### src/rtl/define.sv
// Shared SoC address map and bus-width definitions.
// Timer and interrupt-controller register addresses live side by side here.
`ifndef SHARED_DEFINE_SV
`define SHARED_DEFINE_SV

`define MEM_ADDR_BUS     15:0
`define DATA_BUS         31:0

// Timer block
`define TIM_CTRL_ADDR    16'h0100
`define TIM_LOAD_ADDR    16'h0104
`define TIM_COUNT_ADDR   16'h0108
`define TIM_STATUS_ADDR  16'h010C

// Interrupt controller
`define IRQ_PEND_ADDR    16'h0200
`define IRQ_ENABLE_ADDR  16'h0204
`define IRQ_CLAIM_ADDR   16'h0208

`endif

### src/rtl/irq_ctrl_pkg.sv
// Shared types and helpers for the interrupt controller.
package irq_ctrl_pkg;

    localparam int ID_W            = 5;
    localparam int CLAIM_VALID_BIT = 31;

    typedef enum logic [1:0] {
        ST_IDLE   = 2'd0,
        ST_REQ    = 2'd1,
        ST_ACTIVE = 2'd2
    } irq_state_e;

    // CLAIM read word: valid flag in bit 31, source id in the low bits.
    function automatic logic [31:0] claim_word(input logic valid, input logic [ID_W-1:0] id);
        logic [31:0] w;
        w = '0;
        if (valid) begin
            w[CLAIM_VALID_BIT] = 1'b1;
            w[ID_W-1:0]        = id;
        end
        return w;
    endfunction

endpackage

### src/rtl/irq_prio_enc.sv
// Lowest-index-wins priority encoder over the pending-and-enabled vector.
module irq_prio_enc
    import irq_ctrl_pkg::*;
#(
    parameter int N_SRC = 8
) (
    input  logic [N_SRC-1:0] i_req,
    output logic             o_valid,
    output logic [ID_W-1:0]  o_id
);

    // Scan from the top down so the lowest set index is the last one written.
    always_comb begin
        o_valid = |i_req;
        o_id    = '0;
        for (int k = N_SRC - 1; k >= 0; k--) begin
            if (i_req[k]) begin
                o_id = ID_W'(k);
            end
        end
    end

endmodule

### src/rtl/irq_ctrl.sv
// Interrupt controller: PEND / ENABLE / CLAIM registers and an
// IDLE -> REQ -> ACTIVE handshake with the core.
// Optional build macro IRQ_CTRL_LEVEL_EN: PEND follows the registered source
// lines (level mode); without it, rising edges latch PEND (edge mode).
module irq_ctrl
    import irq_ctrl_pkg::*;
#(
    parameter int N_SRC = 8
) (
    input  logic                 clk,
    input  logic                 rst_n,
    input  logic [N_SRC-1:0]     irq_src_i,
    input  logic [`MEM_ADDR_BUS] irq_r_addr_i,
    input  logic [`MEM_ADDR_BUS] irq_w_addr_i,
    input  logic [`DATA_BUS]     irq_data_i,
    input  logic                 irq_r_enable_i,
    input  logic                 irq_w_enable_i,
    output logic [`DATA_BUS]     irq_data_o,
    output logic                 irq_o
);

    logic [N_SRC-1:0] r_pend;
    logic [N_SRC-1:0] r_enable;
    logic [ID_W-1:0]  r_claim_id;
    irq_state_e       r_state;
    irq_state_e       w_state_next;
    logic [`DATA_BUS] r_data;
    logic             r_irq;

    logic [N_SRC-1:0] w_pend_next;
    logic [N_SRC-1:0] w_active_req;
    logic             w_sel_valid;
    logic [ID_W-1:0]  w_sel_id;
    logic             w_wr_pend;
    logic             w_wr_enable;
    logic             w_wr_claim;
    logic             w_rd_claim;
    logic             w_claim_ok;
    logic             w_complete;
    logic             w_irq_next;
    logic [`DATA_BUS] w_rd_data;
    logic             w_unused_data;

    assign w_unused_data = ^irq_data_i;

    assign w_wr_pend   = irq_w_enable_i && (irq_w_addr_i == `IRQ_PEND_ADDR);
    assign w_wr_enable = irq_w_enable_i && (irq_w_addr_i == `IRQ_ENABLE_ADDR);
    assign w_wr_claim  = irq_w_enable_i && (irq_w_addr_i == `IRQ_CLAIM_ADDR);
    assign w_rd_claim  = irq_r_enable_i && (irq_r_addr_i == `IRQ_CLAIM_ADDR);

    assign w_active_req = r_pend & r_enable;

    irq_prio_enc #(.N_SRC(N_SRC)) u_prio_enc (
        .i_req   (w_active_req),
        .o_valid (w_sel_valid),
        .o_id    (w_sel_id)
    );

    // A claim only takes effect while a request is being presented.
    assign w_claim_ok = w_rd_claim && (r_state == ST_REQ) && w_sel_valid;
    assign w_complete = w_wr_claim && (r_state == ST_ACTIVE)
                        && (irq_data_i[ID_W-1:0] == r_claim_id);

`ifdef IRQ_CTRL_LEVEL_EN
    genvar gi;
    for (gi = 0; gi < N_SRC; gi++) begin : g_pend
        assign w_pend_next[gi] = irq_src_i[gi];
    end
`else
    logic [N_SRC-1:0] r_src_q;
    logic [N_SRC-1:0] r_src_prev;
    logic [N_SRC-1:0] w_edge;
    logic [N_SRC-1:0] w_w1c;
    logic [N_SRC-1:0] w_claim_clr;

    // Edge history: sample the lines, then keep the previous sample for compare.
    always_ff @(posedge clk or negedge rst_n) begin
        if (!rst_n) begin
            r_src_q    <= '0;
            r_src_prev <= '0;
        end else begin
            r_src_q    <= irq_src_i;
            r_src_prev <= r_src_q;
        end
    end

    assign w_edge = r_src_q & ~r_src_prev;
    assign w_w1c  = w_wr_pend ? irq_data_i[N_SRC-1:0] : '0;

    // A fresh edge beats both software clear paths on the same bit.
    genvar gi;
    for (gi = 0; gi < N_SRC; gi++) begin : g_pend
        assign w_claim_clr[gi] = w_claim_ok && (w_sel_id == ID_W'(gi));
        assign w_pend_next[gi] = w_edge[gi]
                                 | (r_pend[gi] & ~w_w1c[gi] & ~w_claim_clr[gi]);
    end
`endif

    // Pending / enable / captured-id registers.
    always_ff @(posedge clk or negedge rst_n) begin
        if (!rst_n) begin
            r_pend     <= '0;
            r_enable   <= '0;
            r_claim_id <= '0;
        end else begin
            r_pend <= w_pend_next;
            if (w_wr_enable) begin
                r_enable <= irq_data_i[N_SRC-1:0];
            end
            if (w_claim_ok) begin
                r_claim_id <= w_sel_id;
            end
        end
    end

    // FSM state register.
    always_ff @(posedge clk or negedge rst_n) begin
        if (!rst_n) begin
            r_state <= ST_IDLE;
        end else begin
            r_state <= w_state_next;
        end
    end

    // FSM next-state logic.
    always_comb begin
        w_state_next = r_state;
        case (r_state)
            ST_IDLE:   if (w_sel_valid) w_state_next = ST_REQ;
            ST_REQ:    if (w_claim_ok) w_state_next = ST_ACTIVE;
                       else if (!w_sel_valid) w_state_next = ST_IDLE;
            ST_ACTIVE: if (w_complete) w_state_next = ST_IDLE;
            default:   w_state_next = ST_IDLE;
        endcase
    end

    // FSM output: request line tracks the REQ state, registered below.
    always_comb begin
        w_irq_next = (w_state_next == ST_REQ);
    end

    // Registered request line to the core.
    always_ff @(posedge clk or negedge rst_n) begin
        if (!rst_n) begin
            r_irq <= 1'b0;
        end else begin
            r_irq <= w_irq_next;
        end
    end

    // Read-data mux; unmapped addresses read as zero.
    always_comb begin
        w_rd_data = '0;
        case (irq_r_addr_i)
            `IRQ_PEND_ADDR:   w_rd_data[N_SRC-1:0] = r_pend;
            `IRQ_ENABLE_ADDR: w_rd_data[N_SRC-1:0] = r_enable;
            `IRQ_CLAIM_ADDR:  w_rd_data = (r_state == ST_REQ)
                                          ? claim_word(w_sel_valid, w_sel_id) : '0;
            default:          w_rd_data = '0;
        endcase
    end

    // Read data is captured only on a read strobe and held otherwise.
    always_ff @(posedge clk or negedge rst_n) begin
        if (!rst_n) begin
            r_data <= '0;
        end else if (irq_r_enable_i) begin
            r_data <= w_rd_data;
        end
    end

    assign irq_data_o = r_data;
    assign irq_o      = r_irq;

endmodule

### config.mk
export PLATFORM = sky130hd
export DESIGN_NAME = irq_ctrl
export DESIGN_NICKNAME = d
export VERILOG_FILES = /design/src/rtl/define.sv /design/src/rtl/irq_ctrl_pkg.sv /design/src/rtl/irq_prio_enc.sv /design/src/rtl/irq_ctrl.sv
export SDC_FILE = /design/constraint.sdc
export NUM_CORES = 1
export LEC_CHECK = 0
export CAP_MARGIN = 25
export CORE_MARGIN = 8
export CORE_UTILIZATION = 60
export CTS_BUF_LIST = sky130_fd_sc_hd__clkbuf_8
export DETAILED_ROUTE_END_ITERATION = 8
export DONT_BUFFER_PORTS = 1
export PLACE_DENSITY = 0.76
export SLEW_MARGIN = 20
export SYNTH_ARGS = -nofsm -noshare
export SYNTH_HDL_FRONTEND = slang
export SYNTH_SLANG_ARGS = --single-unit
### constraint.sdc
create_clock -name clk -period 5.3 [get_ports clk]
set_input_delay 1.325 -clock clk [delete_from_list [all_inputs] [get_ports clk]]
set_output_delay 1.325 -clock clk [all_outputs]
set_load 0.005 [all_outputs]
==> load_flow_metrics.sql <==
INSERT INTO impl_metrics (metric_group, metric, value, unit) VALUES
('status', 'run_status', 'complete, no violations', ''),
('detailed_routing', 'met2_wirelength', '2210', 'um'),
('detailed_routing', 'met3_length', '633', 'um'),
('grt', 'grt_start_max_net_pins', '48', ''),
('detailed_routing', 'drt-wirelength-per-cell', '19.2', 'um'),
('sta', 'achievable-frequency', '366', 'MHz'),
('grt', 'grt_pass1_wl', '7790', 'um'),
('pwr', 'power.net_switching', '0.144', 'mW'),
('setup_path', 'crit_path_max_fanout', '3', ''),
('detailed_routing', 'initialDrtViolationCount', '93', ''),
('clock_network', 'post_cts.repair.setup_buffers', '0', ''),
('synth', 'yosys.area.top_type_share', '50.8', '%'),
('pwr', 'clkPwrFrac', '37.3', '%'),
('detailed_routing', 'wl_met1', '1930', 'um'),
('hold_path', 'min_path_type', 'register to register', ''),
('clock_network', 'cts_max_level', '2', ''),
('die', 'die_area', '6110', 'um^2'),
('synth', 'yosysSeqAreaShare', '50.8', '%'),
('clock_network', 'cts.clk_slew.worst_paths', '0.09', 'ns'),
('detailed_routing', 'dr_total_vias', '1569', ''),
('sta', 'setup-violations-final', '0', ''),
('detailed_routing', 'drtPass1Iterations', '4', ''),
('pwr', 'share_comb_of_total_power', '3.2', '%'),
('detailed_routing', 'dr.max_layer_used', 'met4', ''),
('synth', 'synth_edf_count', '0', ''),
('finish', 'layout.filler_cells', '288', ''),
('die', 'coreArea', '3690', 'um^2'),
('synth', 'postSynth.topFlopCell', 'sky130_fd_sc_hd__dfrtp_1', ''),
('setup_path', 'timing_worst_setup_path_type', 'input pin to register', ''),
('setup_path', 'worst_ep_required_time', '5.45', 'ns'),
('placed_design', 'number_of_input_and_output_port_buffers_inserted', '0', ''),
('die', 'chip_height', '78.1', 'um'),
('synth', 'number_of_register_bits_inferred_by_synthesis', '47', ''),
('sta', 'max_slew.worst_pin.slew', '1.02', 'ns'),
('synth', 'leading_area_contributor_after_synthesis', 'sky130_fd_sc_hd__dfrtp_1', ''),
('detailed_routing', 'postRouteAntennaNets', '0', ''),
('clock_network', 'ctsLongestPathBuffers', '2', ''),
('finish', 'fraction_of_layout_cells_with_a_size_suffix_above_1', '15.1', '%'),
('clock_network', 'numClockSinks', '47', ''),
('pwr', 'p_sw_share', '23.4', '%'),
('sta', 'max_slew_vio_count', '0', ''),
('setup_path', 'crit_arrival', '2.88', 'ns'),
('clock_network', 'cts.hold.buffers_added', '0', ''),
('synth', 'synth_area', '2320', 'um^2'),
('detailed_routing', 'via_density_per_instance', '6.20', ''),
('sta', 'unrepaired_setup_endpoints_after_global_routing', 'false', ''),
('clock_network', 'clk_latency', '0.31', 'ns'),
('pwr', 'p_int', '0.473', 'mW'),
('detailed_routing', 'post_route_drc', '0', ''),
('placed_design', 'final_replace_weighted_congestion', '0.901', ''),
('pwr', 'worst_ir_drop_vdd', '0.000188', 'V'),
('synth', 'ys_warn_count', '0', ''),
('grt', 'globalRouteOverflowTotal', '0', ''),
('setup_path', 'reg2reg_setup_slack', '3.10', 'ns'),
('grt', 'grt_pass1_vias', '1615', ''),
('synth', 'post_synth.cell_area_avg', '11.6', 'um^2'),
('setup_path', 'crit_path_end_kind', 'register', ''),
('synth', 'syn_inst', '199', ''),
('pwr', 'power_density', '258', 'nW/um^2'),
('clock_network', 'cts_resized', '0', ''),
('setup_path', 'critPathLaunchType', 'input pin', ''),
('die', 'initial_core_util', '62.8', '%'),
('placed_design', 'dp.final_hpwl', '3940', 'um'),
('finish', 'layout.nets', '280', ''),
('sta', 'timing.final.crit_share', '51.6', '%'),
('synth', 'netlist_top_cells_area', 'sky130_fd_sc_hd__dfrtp_1 (51%), sky130_fd_sc_hd__buf_4 (7.5%), sky130_fd_sc_hd__mux2_2 (3.9%)', ''),
('run', 'max_cap_violations', '0', ''),
('die', 'fp.dieW', '78.1', 'um'),
('grt', 'number_of_antenna_violations_at_the_first_check_in_global_routing', '0', ''),
('finish', 'num_antenna_cells', '0', ''),
('sta', 'relSlewSlack', '32.1', '%');
-- layer usage --
| layer | vias to the layer above | GRT usage [%] |
|---|---|---|
| met4 | 0 | 5.19 |
| met2 | 94 | 25.1 |
| li1 | 708 | - |
| met1 | 757 | 18.2 |
| met3 | 10 | 7.52 |
| met5 | - | 0 |
-- sequential cells by signal (all words and copies together) (netlist names) --
signal,count
r_claim_id,3
irq_data_o,9
r_src_q,8
r_state,2
r_pend,8
r_src_prev,8
r_enable,8
irq_o,1
-- worst paths after layout --
check,depth (start not counted),start,end
max,5,irq_r_addr_i[1],r_pend[6]$_DFF_PN0_
min,0,r_src_q[7]$_DFF_PN0_,r_src_prev[7]$_DFF_PN0_
max reg2reg,5,r_enable[0]$_DFFE_PN0P_,r_pend[4]$_DFF_PN0_
min reg2reg,0,r_src_q[7]$_DFF_PN0_,r_src_prev[7]$_DFF_PN0_
max in group asynchronous,0,rst_n,r_state[0]$_DFF_PN0_
min in group asynchronous,0,rst_n,r_src_prev[7]$_DFF_PN0_
-- logic make-up after synthesis --
family	after synthesis	share of synthesized area (%)
compound gates	41	13.5
xor+xnor	3	1.13
buf+inv	35	9.40
flops	47	50.8
mux	17	7.83
other cells	1	0.162
simple gates	55	17.2
-- layout make-up --
cell class	count	area (um^2)	area share (%)
Multi-Input combinational cell	139	1010	42.4
Sequential cell	47	1180	49.3
Clock buffer	5	68.8	2.88
Clock inverter	3	28.8	1.21
Inverter	11	41.3	1.73
Tap cell	48	60.1	2.52
-- stage by stage --
stage          worst slack, ns  cells  instance area [um^2]  util [%]  power (mW)
2_1_floorplan             2.46    221                  2400         -       0.404
3_3_place_gp              2.03    245                  2280      61.9       0.392
3_5_place_dp              2.02    245                  2280      61.9       0.393
4_1_cts                   2.22    253                  2380      64.6       0.623
5_1_grt                   2.42    253                  2390      64.7       0.637
6_report                  2.57    253                  2390      64.7       0.617
-- power groups by stage --
stage / sequential, mW / clock, mW / combinational [mW]
after floorplan: 0.373 / 0 / 0.0308
after global placement: 0.374 / 0 / 0.0185
after detailed placement: 0.374 / 0 / 0.0187
after CTS: 0.367 / 0.237 / 0.0189
after global routing: 0.368 / 0.247 / 0.0225
final: 0.367 / 0.230 / 0.0198
-- cells in the mapped netlist (all sizes together) (2+ instances only) --
master	instances
a21oi	5
a22o	2
a22oi	4
a32o	3
buf	23
dfrtp	47
inv	11
mux2	9
mux2i	8
nand2	13
nand2b	4
nand3	3
nand4	2
nor2	6
nor2b	3
nor3b	2
nor4	6
nor4b	6
o21ai	7
o22ai	3
o2bb2ai	8
or4	4
or4b	3
xnor2	3
-- placed cells by master, fill, tap and decap left out, types with 4 or more instances in the layout --
master / count
sky130_fd_sc_hd__conb_1: 23
sky130_fd_sc_hd__a21oi_1: 5
sky130_fd_sc_hd__dfrtp_1: 47
sky130_fd_sc_hd__clkbuf_8: 5
sky130_fd_sc_hd__mux2i_1: 8
sky130_fd_sc_hd__inv_1: 11
sky130_fd_sc_hd__mux2_2: 8
sky130_fd_sc_hd__a22oi_1: 4
sky130_fd_sc_hd__nor2_1: 6
sky130_fd_sc_hd__o21ai_0: 7
sky130_fd_sc_hd__nor4b_1: 4
sky130_fd_sc_hd__o2bb2ai_1: 8
sky130_fd_sc_hd__nand2b_1: 4
sky130_fd_sc_hd__nand2_1: 12
-- critical path, cell delays in order --
cell and delay, ns:
sky130_fd_sc_hd__or4_4 0.54, sky130_fd_sc_hd__nor4_1 0.50, sky130_fd_sc_hd__nand2_1 0.14, sky130_fd_sc_hd__nor3_2 0.26, sky130_fd_sc_hd__a31oi_1 0.11
(Power assumes the default switching activity.)
